===== config.mk =====
export PLATFORM = sky130hd
export DESIGN_NAME = ring_phase_monitor
export DESIGN_NICKNAME = d
export VERILOG_FILES = /design/src/rtl/ring_pkg.sv /design/src/rtl/ring_rotator.sv /design/src/rtl/ring_phase_monitor.sv
export SDC_FILE = /design/constraint.sdc
export NUM_CORES = 1
export LEC_CHECK = 0
export ABC_CLOCK_PERIOD_IN_PS = 2350
export CORE_ASPECT_RATIO = 0.7
export CORE_MARGIN = 3
export CORE_UTILIZATION = 40
export DETAILED_ROUTE_END_ITERATION = 10
export PLACE_DENSITY = 0.69
export SLEW_MARGIN = 20
export SYNTH_ARGS = -nofsm -noshare
export SYNTH_HDL_FRONTEND = slang
export SYNTH_HIERARCHICAL = 1
export SYNTH_SLANG_ARGS = --single-unit

===== constraint.sdc =====
create_clock -name clk -period 2.35 [get_ports clk]
set_input_delay 0.47 -clock clk [delete_from_list [all_inputs] [get_ports clk]]
set_output_delay 0.47 -clock clk [all_outputs]
set_load 0.01 [all_outputs]

===== src/rtl/ring_pkg.sv =====
// rtl/ring_pkg.sv - shared state, error-code and rotate definitions for the ring counter family
package ring_pkg;

    typedef enum logic [1:0] {
        IDLE    = 2'd0,
        ACQUIRE = 2'd1,
        TRACK   = 2'd2,
        ERR     = 2'd3
    } ring_state_e;

    localparam logic [1:0] ERR_NONE     = 2'b00;
    localparam logic [1:0] ERR_MISMATCH = 2'b01;
    localparam logic [1:0] ERR_TIMEOUT  = 2'b10;

    // Widest ring the rotate helper supports; callers zero-extend into it.
    localparam int ROT_MAX_W = 32;

    // One-step rotate of the low 'width' bits: dir=0 right, dir=1 left.
    function automatic logic [ROT_MAX_W-1:0] rot(input logic [ROT_MAX_W-1:0] value,
                                                 input int                   width,
                                                 input bit                   dir);
        logic [ROT_MAX_W-1:0] r;
        r = '0;
        for (int i = 0; i < ROT_MAX_W; i++) begin
            if (i < width) begin
                if (!dir) begin
                    r[i] = (i == width - 1) ? value[0] : value[(i + 1) % ROT_MAX_W];
                end else begin
                    r[i] = (i == 0) ? value[width - 1] : value[(i + ROT_MAX_W - 1) % ROT_MAX_W];
                end
            end
        end
        return r;
    endfunction

endpackage


===== src/rtl/ring_rotator.sv =====
// rtl/ring_rotator.sv - combinational one-step ring rotate in direction DIR
module ring_rotator
    import ring_pkg::*;
#(
    parameter int WIDTH = 4,
    parameter bit DIR   = 1'b0
) (
    input  logic [WIDTH-1:0] din,
    output logic [WIDTH-1:0] dout
);

    // Widen into the shared helper and keep only the ring bits of the result.
    assign dout = WIDTH'(rot(ROT_MAX_W'(din), WIDTH, DIR));

endmodule


===== src/rtl/ring_phase_monitor.sv =====
// rtl/ring_phase_monitor.sv - ring state checker/phase decoder; option macro RING_PHASE_MONITOR_AUTORESYNC_EN
module ring_phase_monitor
    import ring_pkg::*;
#(
    parameter int WIDTH  = 4,
    parameter bit DIR    = 1'b0,
    parameter int REV_W  = 8,
    parameter int ACQ_TO = 16
) (
    input  logic                     clk,
    input  logic                     rstn,
    input  logic                     start,
    input  logic                     en,
    input  logic [WIDTH-1:0]         seed,
    input  logic [WIDTH-1:0]         ring_in,
    output logic                     locked,
    output logic                     phase_vld,
    output logic [$clog2(WIDTH)-1:0] phase_idx,
    output logic [REV_W-1:0]         rev_cnt,
    output logic                     err,
    output logic [1:0]               err_code
);

    localparam int IDX_W = $clog2(WIDTH);
    localparam int ACQ_W = $clog2(ACQ_TO + 1);

    ring_state_e      state_q, state_d;
    logic [WIDTH-1:0] exp_q, exp_d;
    logic [WIDTH-1:0] exp_rot;
    logic [ACQ_W-1:0] acq_cnt_q, acq_cnt_d;
    logic             locked_q, locked_d;
    logic             phase_vld_q, phase_vld_d;
    logic [IDX_W-1:0] phase_idx_q, phase_idx_d;
    logic [REV_W-1:0] rev_cnt_q, rev_cnt_d;
    logic             err_q, err_d;
    logic [1:0]       err_code_q, err_code_d;
`ifdef RING_PHASE_MONITOR_AUTORESYNC_EN
    logic [WIDTH-1:0] seed_q, seed_d;
`endif

    ring_rotator #(
        .WIDTH (WIDTH),
        .DIR   (DIR)
    ) u_rot (
        .din  (exp_q),
        .dout (exp_rot)
    );

    // Next-state: start wins over any same-cycle sample; en gates all progress.
    always_comb begin
        state_d     = state_q;
        exp_d       = exp_q;
        acq_cnt_d   = acq_cnt_q;
        locked_d    = locked_q;
        phase_vld_d = 1'b0;
        phase_idx_d = phase_idx_q;
        rev_cnt_d   = rev_cnt_q;
        err_d       = err_q;
        err_code_d  = err_code_q;
`ifdef RING_PHASE_MONITOR_AUTORESYNC_EN
        seed_d      = seed_q;
        // A resync mismatch only flags err for the cycle after it happened.
        if (state_q == ACQUIRE) begin
            err_d = 1'b0;
        end
`endif
        if (start) begin
            state_d     = ACQUIRE;
            exp_d       = seed;
            acq_cnt_d   = '0;
            locked_d    = 1'b0;
            phase_idx_d = '0;
            rev_cnt_d   = '0;
            err_d       = 1'b0;
            err_code_d  = ERR_NONE;
`ifdef RING_PHASE_MONITOR_AUTORESYNC_EN
            seed_d      = seed;
`endif
        end else if (en) begin
            case (state_q)
                ACQUIRE: begin
                    if (ring_in == exp_q) begin
                        state_d     = TRACK;
                        exp_d       = exp_rot;
                        phase_idx_d = '0;
                        locked_d    = 1'b1;
                    end else begin
                        acq_cnt_d = acq_cnt_q + 1'b1;
                        if (acq_cnt_q == ACQ_W'(ACQ_TO - 1)) begin
                            state_d    = ERR;
                            err_d      = 1'b1;
                            err_code_d = ERR_TIMEOUT;
                        end
                    end
                end
                TRACK: begin
                    if (ring_in == exp_q) begin
                        phase_vld_d = 1'b1;
                        exp_d       = exp_rot;
                        if (phase_idx_q == IDX_W'(WIDTH - 1)) begin
                            phase_idx_d = '0;
                            if (rev_cnt_q != '1) begin
                                rev_cnt_d = rev_cnt_q + 1'b1;
                            end
                        end else begin
                            phase_idx_d = phase_idx_q + 1'b1;
                        end
                    end else begin
                        locked_d   = 1'b0;
                        err_d      = 1'b1;
                        err_code_d = ERR_MISMATCH;
`ifdef RING_PHASE_MONITOR_AUTORESYNC_EN
                        state_d    = ACQUIRE;
                        exp_d      = seed_q;
                        acq_cnt_d  = '0;
`else
                        state_d    = ERR;
`endif
                    end
                end
                default: ;
            endcase
        end
    end

    // State and output registers, cleared asynchronously.
    always_ff @(posedge clk or negedge rstn) begin
        if (!rstn) begin
            state_q     <= IDLE;
            exp_q       <= '0;
            acq_cnt_q   <= '0;
            locked_q    <= 1'b0;
            phase_vld_q <= 1'b0;
            phase_idx_q <= '0;
            rev_cnt_q   <= '0;
            err_q       <= 1'b0;
            err_code_q  <= ERR_NONE;
`ifdef RING_PHASE_MONITOR_AUTORESYNC_EN
            seed_q      <= '0;
`endif
        end else begin
            state_q     <= state_d;
            exp_q       <= exp_d;
            acq_cnt_q   <= acq_cnt_d;
            locked_q    <= locked_d;
            phase_vld_q <= phase_vld_d;
            phase_idx_q <= phase_idx_d;
            rev_cnt_q   <= rev_cnt_d;
            err_q       <= err_d;
            err_code_q  <= err_code_d;
`ifdef RING_PHASE_MONITOR_AUTORESYNC_EN
            seed_q      <= seed_d;
`endif
        end
    end

    assign locked    = locked_q;
    assign phase_vld = phase_vld_q;
    assign phase_idx = phase_idx_q;
    assign rev_cnt   = rev_cnt_q;
    assign err       = err_q;
    assign err_code  = err_code_q;

endmodule


==> summary.txt <==
STATUS
-----------------------------------------------------------------------------
Run status .....................................................    completed

GLOBAL ROUTING
-----------------------------------------------------------------------------
Global-route congestion overflow total .........................            0
Number of global-route vias before repair ......................        1,327
Most used routing layer in global routing ......................         met2
Wire length of the first global-routing pass ...................      6.48 mm
GRT met3 Usage .................................................        4.10%
Total GRT Usage ................................................        18.2%
Pin count of the biggest net entering global routing ...........           27
Initial antenna violation count ................................            0
Met1 global-route usage ........................................        24.9%
Met2 layer usage reported by global route ......................        28.7%

SETUP PATH
-----------------------------------------------------------------------------
Critical path class ............................................ input port to flop
Critical Path Source Type ......................................   input port
RR Endpoint ....................................................   rev_cnt[5]
Worst Reg2Reg Path Length in Cells .............................            6
Last element of the critical path ..............................   rev_cnt[5]
Critical R2R Launch ............................................   state_q[0]
Start point of the critical path ...............................   ring_in[2]
Endpoint kind of the worst setup timing path ...................         flop
Max Fanout on Critical Path ....................................           10
Worst reg2reg setup slack ......................................      0.35 ns
Worst endpoint data arrival time ...............................      2.26 ns
Required arrival time at the worst endpoint ....................      2.51 ns

PWR
-----------------------------------------------------------------------------
Total Power ....................................................       912 uW
Static Leakage .................................................  0.000723 uW
Power density cells ............................................  492 nW/um^2
Peak supply drop ...............................................     0.310 mV

SYNTHESIS
-----------------------------------------------------------------------------
Area share of the leading cell type in the synthesized netlist .        43.7%
Area of the mapped netlist .....................................    1490 um^2
Post-synth net total ...........................................          180
Biggest area consumer among synthesized cells ..................      dfrtp_1
Syn_area_per_cell ..............................................    9.18 um^2
Distinct cell type count after synthesis .......................           35
Sequential fraction of the synthesis area ......................        43.7%
Gate Count Post-Synth ..........................................          162
Ranking of synthesized cells by area ........................... dfrtp_1 (44%), a21oi_1 (6.1%), o21ai_0 (5.7%)
Warning count from the yosys run ...............................            6
Register bit count reported by yosys ...........................           26

FLOORPLANNING
-----------------------------------------------------------------------------
Full die area ..................................................    4500 um^2
Die outline height .............................................      57.0 um
Core Region ....................................................    3340 um^2
Row count ......................................................           17
Width of the chip ..............................................      78.9 um
Initial cell density of the core ...............................        44.5%
Io pins ........................................................           27

LAYOUT
-----------------------------------------------------------------------------
Total number of nets in the final design .......................          208
Fin util .......................................................        55.5%
Area used by sequential logic in the layout ....................     651 um^2
Commonest cells after routing, fill and taps aside ............. dfrtp_1 (26), clkdlybuf4s50_1 (26), a21oi_1 (18), o21ai_0 (17), nor2_1 (11)
Fraction of layout cells with a size suffix above 1 ............        8.99%
Number of antenna cells inserted ...............................            0
Filler cell count in the final layout ..........................          301
P&R area growth vs syn .........................................        24.6%
Post-route cell area ...........................................    1850 um^2
Multi-input gate area in the final layout ......................     727 um^2

CLOCK NETWORK
-----------------------------------------------------------------------------
CTS sink count .................................................           26
Clk Latency, worst-skew pair ...................................      0.27 ns
CTS HTree Levels ...............................................            1
Hold bufs inserted after CTS ...................................            0
Post-CTS setup buffer count ....................................            0
Post-cts sizing count ..........................................            0
Clock tree from TritonCTS ......................................          yes
Cell at the root of the clock tree .............................     clkbuf_8
Clock transition at the registers of the reported paths ........      0.09 ns
Clock buffers created by TritonCTS .............................            3
Longest Clk Path Bufs ..........................................            2

TIMING
-----------------------------------------------------------------------------
Clock period minus worst slack .................................      2.11 ns
Final count of pins violating max slew .........................            0
Final setup violating endpoints ................................            0
Fmax ...........................................................    0.474 GHz
Total Neg Setup Slack ..........................................         0 ns
Final period util ..............................................        89.7%
Hold Vio Cnt, Final ............................................            0
Worst-margin pin slew ..........................................     0.637 ns
Clk_skew .......................................................   0.00865 ns
Worst relative slew slack ......................................        57.4%
Post-layout worst setup margin .................................     0.242 ns
Unrepaired setup endpoints after global routing ................        false

DRT
-----------------------------------------------------------------------------
Drt total wl ...................................................      3.69 mm
# DRC ..........................................................            0
Post-detailed-route count of antenna-violating nets ............            0
Drt wl/cell ....................................................      15.6 um
Iteration-0 DRC Markers ........................................          109
Average vias per placed instance ...............................         5.80
Pre-antenna DRT Iters ..........................................            4
Via count ......................................................        1,369

JOB
-----------------------------------------------------------------------------
Count of maximum capacitance violations ........................            0

PLACE
-----------------------------------------------------------------------------
Worst setup timing slack at the placement stage ................   -0.0362 ns
Hpwl dp ........................................................      2.81 mm
GP Congestion ..................................................        0.874
Count of input and output buffers ..............................           26
Instance area at placement .....................................    1800 um^2

WORST HOLD PATH
-----------------------------------------------------------------------------
Hold Path Class ................................................ flop to flop
Min-delay src ..................................................          err

## per-layer routing
metal,share of wire [%],vias up
li1,-,644
met1,47,676
met2,47,45
met3,5.5,4
met4,0.92,0
met5,0,-
## state kept, by name (all words and copies together), names as in the netlist
| signal | flops |
|---|---|
| phase_vld | 1 |
| phase_idx | 2 |
| exp_q | 4 |
| err | 1 |
| err_code | 2 |
| acq_cnt_q | 5 |
| rev_cnt | 8 |
| locked | 1 |
| state_q | 2 |
## cells by family after synthesis
kind of cell	share of synthesized area, %
AOI/OAI and AO/OA	18.3
xor gates and xnor gates	2.35
adders and majority gates	5.05
buffers and inverters	7.40
DFF	43.7
muxes	1.51
and+or+nand+nor	21.7
## cell usage after synthesis
cell type	number
nand4_1	6
o21bai_1	1
a21oi_1	18
mux2_2	2
or4b_1	1
buf_6	2
o211ai_1	1
and4b_1	1
or4_1	5
a32o_1	1
nor2_1	11
nor2b_1	2
and2_1	2
clkbuf_1	3
dfrtp_1	26
buf_4	4
nand2_1	6
or3_1	5
nand3_4	1
nand3_1	8
clkinv_1	1
nor4_1	1
and4_1	1
o21ai_0	17
a31oi_1	4
and3_1	1
nand3b_1	1
ha_1	6
nand2b_1	1
o31ai_1	5
nor3_1	3
xnor2_1	4
buf_2	4
inv_1	6
o41ai_1	1
## worst max-delay path, cell delays in order
cell and delay, ns:
clkdlybuf4s50_1 0.47, xnor2_1 0.14, nand4_1 0.38, nor4_1 0.41, mux2_2 0.38
## metrics by stage
stage / std cells / hold slack [ns]
detailed placement: 232 / 0.519
global placement: 232 / 0.475
global route: 236 / 0.565
CTS: 236 / 0.542
finish: 236 / 0.528
floorplan: 162 / 0.174
## where the power goes
| part | switching (uW) | internal [uW] |
|---|---|---|
| logic | 83.8 | 60.4 |
| registers | 15.1 | 462 |
| clock network | 141 | 150 |
| total | 239 | 672 |
## worst min-delay path by stage
stage                    to  slack (ns)  cells past startpoint
2_1_floorplan  acq_cnt_q[0]        0.17                      0
3_3_place_gp            err        0.48                      2
3_5_place_dp            err        0.52                      2
4_1_cts                 err        0.54                      2
5_1_grt                 err        0.56                      2
6_report                err        0.53                      2
## area by class of cell
cell class | instances | share of cell area (%)
well taps | 47 | 3.17
inverters | 7 | 1.42
clock buffers | 4 | 2.97
repair buffers | 36 | 18.1
multi-input cells | 116 | 39.2
flip-flops and latches | 26 | 35.1
Power figures use the tool's default switching activity.
